## config.mk

```make
export PLATFORM = sky130hd
export DESIGN_NAME = mem_access_unit
export DESIGN_NICKNAME = d
export VERILOG_FILES = /design/src/rtl/mem_access_unit.sv
export SDC_FILE = /design/constraint.sdc
export NUM_CORES = 1
export LEC_CHECK = 0
export BUFFER_PORTS_ARGS = -buffer_cell sky130_fd_sc_hd__buf_2
export CAP_MARGIN = 20
export CORE_ASPECT_RATIO = 1.4
export CORE_MARGIN = 4
export CORE_UTILIZATION = 49
export DETAILED_ROUTE_END_ITERATION = 10
export PLACE_DENSITY = 0.82
export SYNTH_ARGS = -nofsm -noshare
export SYNTH_HDL_FRONTEND = slang
export SYNTH_SLANG_ARGS = --single-unit
```

## constraint.sdc

```tcl
create_clock -name clk -period 3.15 [get_ports clk]
set_clock_uncertainty 0.2 [all_clocks]
set_input_delay 0.63 -clock clk [delete_from_list [all_inputs] [get_ports clk]]
set_output_delay 0.63 -clock clk [all_outputs]
set_load 0.05 [all_outputs]
```

## src/rtl/mem_access_unit.sv

```systemverilog
// MEM-stage data-memory access unit: runs one req/ack bus transaction per
// memory instruction, steers store lanes, extracts loads and drives pipe_en.
module mem_access_unit #(
  parameter int DATA_BITS   = 32,
  parameter int TIMEOUT_CYC = 64
) (
  input  logic                 clk,
  input  logic                 rst_n,
  input  logic                 MemWrite_in,
  input  logic                 MemToReg_in,
  input  logic                 Sh_in,
  input  logic                 Sb_in,
  input  logic [1:0]           ExtrWord_in,
  input  logic                 ExtrSigned_in,
  input  logic                 Syscall_in,
  input  logic [DATA_BITS-1:0] addr_in,
  input  logic [DATA_BITS-1:0] wdata_in,
  output logic                 dmem_req,
  output logic                 dmem_we,
  output logic [3:0]           dmem_be,
  output logic [DATA_BITS-1:0] dmem_addr,
  output logic [DATA_BITS-1:0] dmem_wdata,
  input  logic                 dmem_ack,
  input  logic [DATA_BITS-1:0] dmem_rdata,
  output logic [DATA_BITS-1:0] load_data,
  output logic                 load_valid,
  output logic                 pipe_en,
  output logic                 bus_err,
  output logic                 halted
);

  localparam int CW = $clog2(TIMEOUT_CYC + 1);

  typedef enum logic [1:0] {IDLE, BUSY, DONE, HALT} state_t;

  state_t      state;
  logic [CW-1:0] cnt;

  logic        access, is_byte, is_half, misalign;
  logic [3:0]  st_be;
  logic [31:0] st_wdata;
  logic [15:0] half_sel;
  logic [7:0]  byte_sel;
  logic [31:0] ext_data;

  assign access = MemWrite_in | MemToReg_in;

  // Access size comes from the store flags for stores, ExtrWord for loads.
  always_comb begin
    is_byte  = MemWrite_in ? Sb_in : (ExtrWord_in == 2'b10);
    is_half  = MemWrite_in ? (Sh_in & ~Sb_in) : (ExtrWord_in == 2'b01);
    misalign = (is_half & addr_in[0]) | (~is_byte & ~is_half & (addr_in[1:0] != 2'b00));
  end

  always_comb begin
    st_be    = 4'b1111;
    st_wdata = wdata_in;
    if (Sb_in) begin
      st_be    = 4'b0001 << addr_in[1:0];
      st_wdata = {4{wdata_in[7:0]}};
    end else if (Sh_in) begin
      st_be    = addr_in[1] ? 4'b1100 : 4'b0011;
      st_wdata = {2{wdata_in[15:0]}};
    end
  end

  always_comb begin
    half_sel = addr_in[1] ? dmem_rdata[31:16] : dmem_rdata[15:0];
    case (addr_in[1:0])
      2'd0:    byte_sel = dmem_rdata[7:0];
      2'd1:    byte_sel = dmem_rdata[15:8];
      2'd2:    byte_sel = dmem_rdata[23:16];
      default: byte_sel = dmem_rdata[31:24];
    endcase
    case (ExtrWord_in)
      2'b01:   ext_data = {{16{ExtrSigned_in & half_sel[15]}}, half_sel};
      2'b10:   ext_data = {{24{ExtrSigned_in & byte_sel[7]}}, byte_sel};
      default: ext_data = dmem_rdata;
    endcase
  end

  assign pipe_en = ((state == IDLE) & ~access & ~Syscall_in) | (state == DONE);

  always_ff @(posedge clk or negedge rst_n) begin
    if (!rst_n) begin
      state      <= IDLE;
      cnt        <= '0;
      dmem_req   <= 1'b0;
      dmem_we    <= 1'b0;
      dmem_be    <= 4'b0;
      dmem_addr  <= '0;
      dmem_wdata <= '0;
      load_data  <= '0;
      load_valid <= 1'b0;
      bus_err    <= 1'b0;
      halted     <= 1'b0;
    end else begin
      case (state)
        IDLE: begin
          if (Syscall_in) begin
            state  <= HALT;
            halted <= 1'b1;
          end else if (access) begin
            if (misalign) begin
              state      <= DONE;
              bus_err    <= 1'b1;
              load_data  <= '0;
              load_valid <= 1'b0;
            end else begin
              state      <= BUSY;
              cnt        <= '0;
              dmem_req   <= 1'b1;
              dmem_we    <= MemWrite_in;
              dmem_addr  <= {addr_in[DATA_BITS-1:2], 2'b00};
              dmem_be    <= MemWrite_in ? st_be : 4'b1111;
              dmem_wdata <= st_wdata;
            end
          end
        end
        BUSY: begin
          // Ack is checked first so it wins over a same-cycle timeout.
          if (dmem_ack) begin
            state    <= DONE;
            dmem_req <= 1'b0;
            if (!dmem_we) begin
              load_data  <= ext_data;
              load_valid <= 1'b1;
            end
          end else if (cnt == CW'(TIMEOUT_CYC - 1)) begin
            state      <= DONE;
            dmem_req   <= 1'b0;
            bus_err    <= 1'b1;
            load_data  <= '0;
            load_valid <= 1'b0;
          end else begin
            cnt <= cnt + 1'b1;
          end
        end
        DONE: begin
          state      <= IDLE;
          load_valid <= 1'b0;
        end
        default: begin
          state    <= HALT;
          dmem_req <= 1'b0;
        end
      endcase
    end
  end

endmodule

```

==> results of run 1 <==
[layout make-up]
type | count | area [um^2] | area share, %
timing repair buffer | 222 | 1169 | 16.70
clock inverter | 5 | 63.81 | 0.9119
inverter | 9 | 33.78 | 0.4827
multi-input combinational | 326 | 2511 | 35.88
antenna | 1 | 2.502 | 0.03576
tap | 141 | 176.4 | 2.521
clock buffer | 10 | 239.0 | 3.415
sequential | 112 | 2803 | 40.05
[synthesized netlist by cell type, types with 3 or more instances]
cell / count
a21o_1: 4
mux2_4: 25
nand2_1: 35
nor2b_1: 3
nor2_1: 28
buf_4: 3
mux2_2: 15
mux2i_1: 32
buf_1: 3
ha_1: 7
o21ai_0: 35
dfrtp_1: 112
inv_1: 9
nand2b_1: 19
a221o_1: 16
clkbuf_1: 17
buf_2: 3
buf_6: 7
a31oi_1: 4
and3_1: 5
a21oi_1: 19
a22o_1: 39
[report_power, final]
group          internal, mW  switching (mW)
clock network         0.642           0.516
registers              2.10           0.383
logic                  1.25            3.38
[cells by family after synthesis]
kind of cell,count (synthesis),share of synthesized area [%]
fa+ha+maj,7,1.582
buf+inv,42,4.069
compound gates,132,17.09
simple gates,111,10.33
mux,74,16.23
other cells,1,0.06775
flops,112,50.63
[per-stage QoR]
| stage | setup slack, ns | total power [mW] | instance area, um^2 | std cells |
|---|---|---|---|---|
| after floorplan | 0.4515 | 6.006 | 5539 | 480 |
| after global placement | 0.2809 | 7.036 | 6693 | 810 |
| after detailed placement | 0.1458 | 7.150 | 6693 | 810 |
| after CTS | 0.2003 | 8.327 | 6995 | 825 |
| after global routing | 0.03332 | 8.663 | 6998 | 826 |
| final | 0.2194 | 8.273 | 6998 | 826 |
[routing by layer]
metal	track usage [%]	up-vias	part of all wire, %
li1	-	2152	-
met1	29.37	2314	39
met2	40.76	201	52
met3	4.976	26	6.4
met4	8.930	0	2.8
met5	0	-	0
[flip-flops by register name (all words and copies together), names as in the netlist, 2 cells and up]
name	cells
dmem_addr	30
load_data	32
dmem_be	4
cnt	7
dmem_wdata	32
state	2
[worst register-to-register path: cells and delay by family (launching register included)]
family,cells,cell delay [ns]
buf+inv,1,0.10
fa+ha+maj,1,0.48
flops,1,0.42
simple gates,3,1.32
compound gates,1,0.26
[placed cells by master (no fill, tap or decap), types with 3 or more instances in the layout]
| master | instances |
|---|---|
| buf_2 | 209 |
| a31oi_1 | 4 |
| clkbuf_16 | 9 |
| and3_1 | 5 |
| nand2b_1 | 19 |
| mux2_4 | 25 |
| o21ai_0 | 35 |
| a22o_1 | 39 |
| ha_1 | 7 |
| inv_1 | 9 |
| nand2_1 | 35 |
| a21oi_1 | 19 |
| mux2i_1 | 32 |
| a221o_1 | 16 |
| nor2_1 | 28 |
| dfrtp_1 | 112 |
| buf_4 | 11 |
| mux2_2 | 15 |
| nor2b_1 | 3 |
| a21o_1 | 4 |
[path summary, 6_finish.rpt]
path	slack (ns)	end	cells after the start
max in group asynchronous	2.00	cnt[4]$_DFFE_PN0P_	2
min in group clk	0.25	bus_err$_DFFE_PN0P_	1
worst min-delay path	0.08	dmem_addr[13]$_DFFE_PN0P_	1
worst min register to register	0.25	bus_err$_DFFE_PN0P_	1
worst max-delay path	0.22	pipe_en	6
worst max register to register	0.31	load_data[1]$_DFFE_PN0P_	6
==> qor.csv, run 1 <==
stage,metric,value,unit
floorplanning,die_w,97.83,um
routing,firstDrtPassIters,4,
layout,area_growth,26.42,%
setup_path,worstPathRequired,2.32,ns
routing,dr.first_iter.drc_count,273,
synthesis,synth_area_per_cell,11.56,um^2
synthesis,synthTopCellsByArea,"dfrtp_1 51%, mux2_4 6.8%, a22o_1 6.2%",
floorplanning,die_h,133.8,um
placement,gp_congestion,0.9450,
sta,setup_violations,0,
clocking,post-cts-setup-buffer-count,0,
sta,fin_setup_tns,0,ns
layout,drive_gt1_share,41.37,%
clocking,cts_max_path_buffers,2,
routing,wl,15600,um
hold_path,hp-class,input pin to async pin,
routing,vias,4693,
sta,hold_violations,0,
setup_path,startpoint,state[0]$_DFFE_PN0P_,
clocking,hold_buffers,0,
floorplanning,placementRows,45,
setup_path,crit_path_max_fanout,7,
synthesis,synth_area_leader_cell,dfrtp_1,
clocking,insertion_delay,0.34,ns
synthesis,synthesis.area,0.005535,mm^2
routing,via_per_inst,5.682,
setup_path,worstPathArrival,2.10,ns
setup_path,cp_cell_sequence,inv_1 -> ha_1 -> inv_1 -> nor4_1 -> or2_2 -> buf_2,
clocking,numCtsBuffers,9,
clocking,cts_tree,done,
synthesis,synth_cell_types,54,
sta,min_period,2.931,ns
clocking,ctsResizeCount,0,
run,drv_cap,0,
synthesis,ys_seq_elements,112,
setup_path,r2r_start,state[1]$_DFFE_PN0P_,
synthesis,synth_top_area_share,50.63,%
placement,hpwlAfterDp,11910,um
setup_path,start_kind,flop,
clocking,h-tree-depth,3,
synthesis,seq_area_frac_synth,50.63,%
sta,finalMaxSlewViolations,0,
placement,port_buffers,210,
setup_path,cp_common_cell,inv_1,
sta,fmax,341.2,MHz
sta,hold_ws,0.07566,ns
sta,rsz0062_at_grt,false,
setup_path,critPathCaptureType,output pin,
status,status,finished clean,
clocking,clock-root-buffer,clkbuf_16,
floorplanning,dieArea,0.01309,mm^2
floorplanning,ioPinCount,213,
routing,drc,0,
power_and_ir_drop,power_density,1182,mW/mm^2
power_and_ir_drop,ir_worst_vdd,0.0006642,V
setup_path,path_class,flop to output pin,
synthesis,ys.warnings.count,0,
setup_path,path_delay_family,buffers and inverters,
clocking,clk_pin_slew,0.07,ns
synthesis,async_flop_share,100.0,%
routing,wl_per_cell,18.89,um
floorplanning,start_util,50.68,%
synthesis,syn_inst,479,
global_route,grt_pass1_wl,24980,um
power_and_ir_drop,leakage,3.697,nW
sta,relSlewSlack,33.23,%
setup_path,slowest_stage,dfrtp_1,
global_route,grt_overflow_total,0,
global_route,grt_pass1_vias,4642,
clocking,clock_sinks,112,
sta,post-route-period-util,93.04,%
layout,nets,794,
synthesis,synth_edf_count,0,
layout,final_core_util,64.07,%
sta,tightest_slew,0.9979,ns
setup_path,cp.buffers_inverters,3,
setup_path,worst_path_largest_cell_delay,0.41,ns
routing,antenna_left,0,
layout,fillers,868,
global_route,antenna_found_initial,1,
synthesis,dominantRegCellSynth,dfrtp_1,
floorplanning,fp.coreArea,0.01092,mm^2
global_route,grt_max_degree,95,
global_route,track_usage,23.76,%
Note: power is estimated with default switching activity, not from simulation.
==> inputs of run 2 (changes only) <==
CORE_ASPECT_RATIO = unset   (was 1.4)
==> run 2 against run 1 <==
Against the previous run: sequential power about the same; first-iteration DRC count increased by 1.8%; sequential share of layout area unchanged; maximum frequency increased by 0.47%; core utilization decreased by 0.073 points; sequential cell count unchanged; final area unchanged; count of clock-buffer cells in the layout decreased by 1; die area decreased by 0.18%; wire length decreased by 5.6%.
==> qor.csv, run 2 (synthesis results as in run 1) <==
stage,metric,value,unit,change
clocking,clock_sinks,112,,unchanged
routing,via_per_inst,5.556,,was 5.682
clocking,cts_max_path_buffers,2,,unchanged
layout,final_core_util,63.99,%,was 64.07%
floorplanning,die_h,114.3,um,was 133.8 um
global_route,grt_pass1_vias,4671,,was 4642
clocking,h-tree-depth,3,,unchanged
setup_path,r2r_setup_slack,0.32,ns,was 0.31 ns
placement,port_buffers,210,,unchanged
clocking,insertion_delay,0.34,ns,about the same
setup_path,worst_path_largest_cell_delay,0.42,ns,was 0.41 ns
placement,dp_cells,809,,was 810
hold_path,min_to,halted$_DFFE_PN0P_,,
setup_path,cp_common_cell,inv_1,,unchanged
clocking,cts_tree,done,,unchanged
setup_path,start_kind,flop,,unchanged
sta,hold_ws,0.2599,ns,was 0.07566 ns
layout,area_growth,26.42,%,unchanged
placement,pre_cts_slack,0.1800,ns,was 0.1458 ns
setup_path,r2r_start,state[1]$_DFFE_PN0P_,,unchanged
layout,instances_no_fill,826,,unchanged
global_route,grt_max_degree,95,,unchanged
layout,multiInputGateArea,0.002511,mm^2,unchanged
placement,gp_congestion,0.8449,,was 0.9450
sta,tightest_slew,1.055,ns,was 0.9979 ns
global_route,antenna_found_initial,0,,was 1
routing,drc,0,,unchanged
sta,post-route-period-util,92.60,%,was 93.04%
floorplanning,start_util,50.62,%,was 50.68%
routing,firstDrtPassIters,4,,unchanged
layout,nets,795,,was 794
floorplanning,placementRows,38,,was 45
sta,rsz0062_at_grt,false,,unchanged
setup_path,crit_path_max_fanout,7,,unchanged
setup_path,rr_endpoint,load_data[20]$_DFFE_PN0P_,,was load_data[1]$_DFFE_PN0P_
layout,fin_area,0.006998,mm^2,unchanged
power_and_ir_drop,ir_worst_vdd,0.0006563,V,was 0.0006642 V
sta,min_period,2.917,ns,was 2.931 ns
hold_path,hp-class,flop to flop,,was input pin to async pin
power_and_ir_drop,p_total,8.236,mW,was 8.273 mW
layout,drive_gt1_share,41.40,%,was 41.37%
routing,vias,4589,,was 4693
global_route,grt_overflow_total,0,,unchanged
setup_path,worstPathArrival,2.09,ns,was 2.10 ns
global_route,track_usage,22.42,%,was 23.76%
floorplanning,dieArea,0.01306,mm^2,was 0.01309 mm^2
sta,relSlewSlack,29.30,%,was 33.23%
status,status,finished clean,,unchanged
layout,seq_area,0.002803,mm^2,unchanged
hold_path,hp-start,halted$_DFFE_PN0P_,,
power_and_ir_drop,power_density,1177,mW/mm^2,was 1182 mW/mm^2
clocking,numCtsBuffers,9,,unchanged
routing,wl,14720,um,was 15600 um
hold_path,holdPathStages,1,,
power_and_ir_drop,leakage,3.694,nW,was 3.697 nW
setup_path,cp_cell_sequence,inv_1 -> ha_1 -> inv_1 -> nor4_1 -> or2_2 -> buf_2,,unchanged
sta,hold_violations,0,,unchanged
placement,dpl_cell_area,0.006691,mm^2,was 0.006693 mm^2
setup_path,path_class,flop to output pin,,unchanged
setup_path,path_delay_family,buffers and inverters,,unchanged
layout,final_common_cell,buf_2,,unchanged
floorplanning,fp.coreArea,0.01094,mm^2,was 0.01092 mm^2
layout,layout_common_cells,"209 x buf_2, 112 x dfrtp_1, 39 x a22o_1",,unchanged
layout,insertedDiodeCount,0,,was 1
routing,dr.first_iter.drc_count,278,,was 273
global_route,grt_pass1_wl,23560,um,was 24980 um
sta,setup_violations,0,,unchanged
global_route,busiest_layer,met2,,unchanged
routing,wl_per_cell,17.82,um,was 18.89 um
floorplanning,ioPinCount,213,,unchanged
global_route,use_met3,4.175,%,was 4.976%
sta,fmax,342.8,MHz,was 341.2 MHz
sta,setup_ws,0.2331,ns,was 0.2194 ns
sta,finalMaxSlewViolations,0,,unchanged
layout,fillers,889,,was 868
global_route,met2_usage,37.70,%,was 40.76%
setup_path,slowest_stage,dfrtp_1,,unchanged
setup_path,critPathCaptureType,output pin,,unchanged
setup_path,r2r.worst_path.cells,6,,unchanged
floorplanning,die_w,114.3,um,was 97.83 um
run,drv_cap,0,,unchanged
layout,reg_top3,"dmem_wdata (32), load_data (32), dmem_addr (30)",,unchanged
clocking,clock-root-buffer,clkbuf_16,,unchanged
sta,fin_setup_tns,0,ns,unchanged
clocking,ctsResizeCount,0,,unchanged
placement,hpwlAfterDp,11040,um,was 11910 um
global_route,met1_usage,29.23,%,was 29.37%
setup_path,cp.buffers_inverters,3,,unchanged
routing,antenna_left,0,,unchanged
clocking,clk_pin_slew,0.07,ns,about the same
setup_path,worstPathRequired,2.32,ns,about the same
-- run 2: final cells by class --
| class | count | area share (%) |
|---|---|---|
| Sequential cell | 112 | 40.05 |
| Multi-Input combinational cell | 326 | 35.88 |
| Timing Repair Buffer | 223 | 16.84 |
| Clock buffer | 9 | 3.218 |
| Tap cell | 140 | 2.503 |
| Clock inverter | 7 | 1.019 |
| Inverter | 9 | 0.4827 |
-- run 2: worst max path at each step --
| stage | from | to | slack [ns] | cells past startpoint |
|---|---|---|---|---|
| after global routing | state[1]$_DFFE_PN0P_ | load_data[31]$_DFFE_PN0P_ | 0.1 | 6 |
| after detailed placement | ExtrWord_in[0] | load_data[20]$_DFFE_PN0P_ | 0.18 | 8 |
| after floorplan | ExtrWord_in[0] | load_data[23]$_DFFE_PN0P_ | 0.45 | 9 |
| final | state[0]$_DFFE_PN0P_ | pipe_en | 0.23 | 6 |
| after global placement | ExtrWord_in[0] | load_data[5]$_DFFE_PN0P_ | 0.28 | 9 |
| after CTS | state[0]$_DFFE_PN0P_ | pipe_en | 0.23 | 6 |
-- run 2: power by group --
part           internal, mW  total [mW]  switching, mW
Sequential             2.10        2.48          0.379
Combinational          1.26        4.62           3.36
Clock                 0.617        1.14          0.522
Total                  3.97        8.24           4.26
-- run 2: layer usage --
layer | wire length, um | share of wire, %
met1 | 6051 | 41
met2 | 7331 | 50
met3 | 948 | 6.4
met4 | 389 | 2.6
met5 | 0 | 0
-- run 2: worst reg2reg max path: cells and delay by family, from the launching register on --
family,cells,cell delay [ns]
adder cells (fa/ha/maj),1,0.45
flip-flops,1,0.42
AND/OR/NAND/NOR,3,1.35
AO/OA/AOI/OAI,1,0.27
buffers and inverters,1,0.10
-- run 2: timing repair --
action,4_1_cts,5_1_grt
endpoints found under the hold margin,25,0
buffers inserted,0,0
hold buffers,1,0
